$ cat src/rtl/adc_uart_sched.sv
// adc_uart_sched
// Captures main/sub ADC results into a sample FIFO and sends them over a byte UART
// as frames: HEADER, FRAME_LEN tagged samples and, optionally, an XOR checksum byte.
// Main samples are tagged 2'b11 and sub samples 2'b00 in the top two bits.
//
// Optional feature: define SCHED_CHECKSUM_EN to append the checksum byte (XOR of the
// header and all data bytes of the frame). Without it a frame is FRAME_LEN + 1 bytes.
//
// Ports:
//   clk_50M     in   sole clock
//   nrst        in   asynchronous active-low reset
//   adc_ack     in   main-ADC done (asynchronous, synchronized here)
//   adc_ack_sub in   sub-ADC done (asynchronous, synchronized here)
//   dout_adc    in   ADC result, stable while either ack is high
//   uart_rdy    in   UART transmitter idle
//   wreq        out  one-cycle UART write strobe
//   wdata       out  UART byte, valid with wreq
//   fifo_level  out  sample FIFO occupancy
//   overflow    out  sticky: a sample was dropped on a full FIFO
//   busy        out  scheduler not idle
module adc_uart_sched #(
    parameter int unsigned       N_bit      = 6,
    parameter int unsigned       N_data     = 8,
    parameter int unsigned       FIFO_DEPTH = 16,
    parameter int unsigned       FRAME_LEN  = 8,
    parameter logic [N_data-1:0] HEADER     = 8'hA5
) (
    input  logic                          clk_50M,
    input  logic                          nrst,
    input  logic                          adc_ack,
    input  logic                          adc_ack_sub,
    input  logic [N_bit-1:0]              dout_adc,
    input  logic                          uart_rdy,
    output logic                          wreq,
    output logic [N_data-1:0]             wdata,
    output logic [$clog2(FIFO_DEPTH):0]   fifo_level,
    output logic                          overflow,
    output logic                          busy
);

    localparam int unsigned   AW        = $clog2(FIFO_DEPTH);
    localparam int unsigned   LW        = AW + 1;
    localparam int unsigned   CW        = $clog2(FRAME_LEN + 1);
    localparam logic [LW-1:0] DepthL    = LW'(FIFO_DEPTH);
    localparam logic [LW-1:0] FrameLenL = LW'(FRAME_LEN);
    localparam logic [CW-1:0] LastIdx   = CW'(FRAME_LEN - 1);

`ifdef SCHED_CHECKSUM_EN
    typedef enum logic [2:0] {StIdle, StHdr, StData, StCsum, StWait} state_e;
`else
    typedef enum logic [2:0] {StIdle, StHdr, StData, StWait} state_e;
`endif

    state_e r_state, w_state_nxt;
    state_e r_ret, w_ret_nxt;      // state to resume once WAIT sees the UART cycle
    logic   r_seen_low, w_seen_low_nxt;
    logic [CW-1:0] r_cnt, w_cnt_nxt;

    // Ack synchronizers; bit 2 is the previous synchronized value for edge detection.
    logic [2:0] r_main_sync, r_sub_sync;
    logic       w_main_edge, w_sub_edge;

    always_ff @(posedge clk_50M or negedge nrst) begin
        if (!nrst) begin
            r_main_sync <= '0;
            r_sub_sync  <= '0;
        end else begin
            r_main_sync <= {r_main_sync[1:0], adc_ack};
            r_sub_sync  <= {r_sub_sync[1:0], adc_ack_sub};
        end
    end

    assign w_main_edge = r_main_sync[1] & ~r_main_sync[2];
    assign w_sub_edge  = r_sub_sync[1] & ~r_sub_sync[2];

    // Sample FIFO
    logic [N_data-1:0] r_mem [FIFO_DEPTH];
    logic [AW-1:0]     r_wr_ptr, r_rd_ptr;
    logic [LW-1:0]     r_level;
    logic              r_overflow;
    logic              w_push, w_pop, w_full, w_push_ok;
    logic [N_data-1:0] w_push_word;

    assign w_push      = w_main_edge | w_sub_edge;
    // A simultaneous sub edge is discarded in favour of the main sample.
    assign w_push_word = w_main_edge ? {2'b11, dout_adc} : {2'b00, dout_adc};
    assign w_full      = (r_level == DepthL);
    assign w_pop       = (r_state == StData) && uart_rdy;
    // A pop in the same cycle frees the slot, so a push into a full FIFO still lands.
    assign w_push_ok   = w_push && (!w_full || w_pop);

    always_ff @(posedge clk_50M) begin
        if (w_push_ok) begin
            r_mem[r_wr_ptr] <= w_push_word;
        end
    end

    always_ff @(posedge clk_50M or negedge nrst) begin
        if (!nrst) begin
            r_wr_ptr   <= '0;
            r_rd_ptr   <= '0;
            r_level    <= '0;
            r_overflow <= 1'b0;
        end else begin
            if (w_push_ok) r_wr_ptr <= r_wr_ptr + 1'b1;
            if (w_pop)     r_rd_ptr <= r_rd_ptr + 1'b1;
            if (w_push_ok && !w_pop) begin
                r_level <= r_level + 1'b1;
            end else if (!w_push_ok && w_pop) begin
                r_level <= r_level - 1'b1;
            end
            if (w_push && !w_push_ok) r_overflow <= 1'b1;
        end
    end

`ifdef SCHED_CHECKSUM_EN
    logic [N_data-1:0] r_csum;

    always_ff @(posedge clk_50M or negedge nrst) begin
        if (!nrst) begin
            r_csum <= '0;
        end else if (r_state == StHdr && uart_rdy) begin
            r_csum <= HEADER;
        end else if (w_pop) begin
            r_csum <= r_csum ^ r_mem[r_rd_ptr];
        end
    end
`endif

    // Scheduler FSM: wreq is combinational on uart_rdy so it can never fire while busy.
    always_comb begin
        w_state_nxt    = r_state;
        w_ret_nxt      = r_ret;
        w_seen_low_nxt = r_seen_low;
        w_cnt_nxt      = r_cnt;
        wreq           = 1'b0;
        wdata          = '0;
        unique case (r_state)
            StIdle: begin
                if (r_level >= FrameLenL) w_state_nxt = StHdr;
            end
            StHdr: begin
                if (uart_rdy) begin
                    wreq           = 1'b1;
                    wdata          = HEADER;
                    w_cnt_nxt      = '0;
                    w_ret_nxt      = StData;
                    w_seen_low_nxt = 1'b0;
                    w_state_nxt    = StWait;
                end
            end
            StData: begin
                if (uart_rdy) begin
                    wreq           = 1'b1;
                    wdata          = r_mem[r_rd_ptr];
                    w_cnt_nxt      = r_cnt + 1'b1;
`ifdef SCHED_CHECKSUM_EN
                    w_ret_nxt      = (r_cnt == LastIdx) ? StCsum : StData;
`else
                    w_ret_nxt      = (r_cnt == LastIdx) ? StIdle : StData;
`endif
                    w_seen_low_nxt = 1'b0;
                    w_state_nxt    = StWait;
                end
            end
`ifdef SCHED_CHECKSUM_EN
            StCsum: begin
                if (uart_rdy) begin
                    wreq           = 1'b1;
                    wdata          = r_csum;
                    w_ret_nxt      = StIdle;
                    w_seen_low_nxt = 1'b0;
                    w_state_nxt    = StWait;
                end
            end
`endif
            StWait: begin
                // The UART must visibly take the byte (rdy low) before it is idle again.
                if (!uart_rdy) begin
                    w_seen_low_nxt = 1'b1;
                end else if (r_seen_low) begin
                    w_state_nxt = r_ret;
                end
            end
            default: w_state_nxt = StIdle;
        endcase
    end

    always_ff @(posedge clk_50M or negedge nrst) begin
        if (!nrst) begin
            r_state    <= StIdle;
            r_ret      <= StIdle;
            r_seen_low <= 1'b0;
            r_cnt      <= '0;
        end else begin
            r_state    <= w_state_nxt;
            r_ret      <= w_ret_nxt;
            r_seen_low <= w_seen_low_nxt;
            r_cnt      <= w_cnt_nxt;
        end
    end

    assign fifo_level = r_level;
    assign overflow   = r_overflow;
    assign busy       = (r_state != StIdle);

endmodule
$ cat config.mk
export PLATFORM = sky130hd
export DESIGN_NAME = adc_uart_sched
export DESIGN_NICKNAME = d
export VERILOG_FILES = /design/src/rtl/adc_uart_sched.sv
export SDC_FILE = /design/constraint.sdc
export NUM_CORES = 1
export LEC_CHECK = 0
export CAP_MARGIN = 0
export CORE_UTILIZATION = 64
export CTS_CLUSTER_DIAMETER = 80
export DETAILED_ROUTE_END_ITERATION = 7
export GPL_TIMING_DRIVEN = 1
export HOLD_SLACK_MARGIN = 0.15
export PLACE_DENSITY_LB_ADDON = 0.08
export SETUP_SLACK_MARGIN = 0.1
export SYNTH_ARGS = -nofsm -noshare
export SYNTH_HDL_FRONTEND = slang
export SYNTH_SLANG_ARGS = --single-unit
$ cat constraint.sdc
create_clock -name clk_50M -period 7.5 [get_ports clk_50M]
set_input_delay 2.25 -clock clk_50M [delete_from_list [all_inputs] [get_ports clk_50M]]
set_output_delay 2.25 -clock clk_50M [all_outputs]
set_load 0.03 [all_outputs]
==> flow_metrics.env <==
export IMPL_critPathArrivalTime_ns=4.44
export IMPL_post_cts_resized=0
export IMPL_required_ns=5.25
export IMPL_die_y_um=97.7
export IMPL_wl_per_cell_um=22.0
export IMPL_initial_core_util_pct=66.6
export IMPL_cts_sinks=140
export IMPL_p_leak_nw=2.41
export IMPL_drv_slew=0
export IMPL_num_vias=3059
export IMPL_synth_top_cell_area_share_pct=57.4
export IMPL_max_freq_ghz=0.149
export IMPL_yosys_warnings=0
export IMPL_setup_viol=0
export IMPL_drv_cap=0
export IMPL_cp_buffers_inverters=2
export IMPL_fillCellCount=482
export IMPL_netlist_area_um2=5860
export IMPL_cts_buffer_depth=2
export IMPL_grt_usage_pct=26.1
export IMPL_drtPass1Iterations=7
export IMPL_synth_edf_count=112
export IMPL_hold_viol=0
export IMPL_path_class="in2out"
export IMPL_io_pins=27
export IMPL_cts_root_buffer="clkbuf_8"
export IMPL_violations="DRC"
export IMPL_crit_fanout=12
export IMPL_grt_busiest_layer="met2"
export IMPL_pre_cts_ws_ns=0.838
export IMPL_synthTopCellsByCount="112 x edfxtp_1, 28 x dfrtp_1, 25 x mux4_2, 25 x nand2_1, 18 x o21ai_0"
export IMPL_grt_max_degree=29
export IMPL_cp_common_cell="clkdlybuf4s50_1"
export IMPL_synth_seq_cells=140
export IMPL_postCtsHoldBufs=0
export IMPL_tritoncts="built"
export IMPL_die_area_um2=9550
export IMPL_met3_usage_pct=7.48
export IMPL_synth_flop_cell="edfxtp_1"
export IMPL_grt_pass1_wl_um=17400
export IMPL_yosysTopAreaCell="edfxtp_1"
export IMPL_antenna_found_initial=0
export IMPL_coreArea_um2=8810
export IMPL_htreeDepth=4
export IMPL_grtUsageMet1_pct=34.3
export IMPL_ys_seq_area_share_pct=69.3
export IMPL_grt_met2_usage_pct=41.2
export IMPL_crit_path_start_kind="input pin"
export IMPL_hp_class="reg2reg"
export IMPL_yosysMostFrequentCell="edfxtp_1"
export IMPL_ys_async_sr_fraction_pct=20.0
export IMPL_critPathSlowestCell="clkdlybuf4s50_1"
export IMPL_crit_family="buffers and inverters"
export IMPL_p_per_area_nw_per_um2=392
export IMPL_worstMarginPinSlew_ns=1.08
export IMPL_gp_congestion=0.752
export IMPL_drc=6
export IMPL_synth_cell_type_count=41
export IMPL_syn_nets=376
export IMPL_max_stage_delay_ns=0.70
export IMPL_drt_iter0_drc=260
export IMPL_diodes=0
export IMPL_finClkSkew_ns=0.00606
export IMPL_hpwl_um=6940
export IMPL_cts_buffers=17
export IMPL_min_period_over_period_pct=89.2
export IMPL_netlist_top_cells_area="edfxtp_1 57%, dfrtp_1 12%, mux4_2 9.6%"
export IMPL_drive_above_1_share_pct=17.0
export IMPL_io_buffers=26
export IMPL_post_cts_buffers=0
export IMPL_tns_ns=0
export IMPL_ant_nets=0
export IMPL_endpoint_kind="output pin"
export IMPL_status="finished, violations left"
export IMPL_rsz0062_at_grt="no"
export IMPL_fp_dieW_um=97.7
export IMPL_grt_ovfl_total=0
export IMPL_final_min_clock_period_ns=6.69
export IMPL_grt_pass1_vias=3168
export IMPL_relSlewSlack_pct=28.2
export IMPL_drt_total_wl_um=11100
export IMPL_synth_area_per_cell_um2=16.8
export IMPL_final_nets=409
export IMPL_ir_drop_v=0.000225
export IMPL_area_growth_pct=15.2
export IMPL_setup_slack_ns=0.810
export IMPL_worstPathCellList="clkdlybuf4s50_1 -> nand3_1 -> nor3_1 -> o211ai_1 -> o21ai_0 -> clkdlybuf4s50_1"
export IMPL_clk_latency_ns=0.52
export IMPL_rows=34
export IMPL_clkSlewWorstSetupHoldPaths_ns=0.06
export IMPL_drt_vias_per_instance=6.09
export IMPL_syn_instance_count=348
-- power by group --
part,internal (W),switching (W)
registers,0.000953,0.000148
logic,0.000379,0.000398
clock network,0.000443,0.000328
total,0.00178,0.000874
-- metrics by stage --
stage	util, %	power, W	hold slack (ns)	cells	instance area (um2)
final	76.7	0.00265	0.354	502	6750
after detailed placement	70.4	0.00189	0.336	470	6200
after floorplan	-	0.00166	0.331	348	5860
after CTS	76.7	0.00267	0.359	502	6750
after global routing	76.7	0.00278	0.362	502	6750
after global placement	70.4	0.00187	0.333	470	6200
-- state kept, by name, indices dropped and copies added, names as in the netlist --
register	cells
r_wr_ptr	4
r_ret	1
r_rd_ptr	4
fifo_level	5
r_mem	112
r_seen_low	1
r_main_sync	3
overflow	1
r_state	2
r_sub_sync	3
r_cnt	4
-- per-layer routing --
| layer | vias to the layer above | part of all wire (%) |
|---|---|---|
| met5 | - | 0 |
| met3 | 14 | 7.0 |
| met4 | 0 | 1.5 |
| met1 | 1533 | 41 |
| li1 | 1399 | - |
| met2 | 113 | 51 |
-- kinds of logic after synthesis --
family	after synthesis	synth area share (%)
AND/OR/NAND/NOR	74	6.47
XOR/XNOR	10	1.49
AO/OA/AOI/OAI	39	3.91
adder cells (fa/ha/maj)	17	3.76
multiplexers	37	12.6
buffers and inverters	31	2.48
flip-flops	140	69.3
-- cell usage in the layout (no fill, tap or decap), drive strengths merged, types with 10 or more instances in the layout --
cell type,instances
dfrtp,28
edfxtp,112
a21oi,10
inv,20
ha,16
o21ai,18
nand3,12
nand2,25
mux4,28
clkdlybuf4s50,26
and2,12
clkbuf,17
-- final timing paths --
path                                                from                   endpoint  slack (ns)  depth (start not counted)
worst min-delay path            r_main_sync[0]$_DFF_PN0_   r_main_sync[1]$_DFF_PN0_        0.35                          0
worst max register to register    r_state[0]$_DFFE_PN0P_  fifo_level[4]$_DFFE_PN0P_        3.99                         12
min in group asynchronous                           nrst       r_cnt[2]$_DFFE_PN0P_        2.10                          2
worst max-delay path                            uart_rdy                   wdata[1]        0.81                          6
worst min register to register  r_main_sync[0]$_DFF_PN0_   r_main_sync[1]$_DFF_PN0_        0.35                          0
max in group asynchronous                           nrst  fifo_level[0]$_DFFE_PN0P_        5.13                          2
-- layout make-up --
cell class / instances / area, um2 / share of cell area [%]
Clock buffer: 17 / 414 / 6.13
Clock inverter: 15 / 138 / 2.04
Inverter: 15 / 56.3 / 0.834
Multi-Input combinational cell: 177 / 1650 / 24.5
Sequential cell: 140 / 4060 / 60.2
Tap cell: 108 / 135 / 2.00
Timing Repair Buffer: 30 / 290 / 4.30
Note: power is estimated with default switching activity, not from simulation.
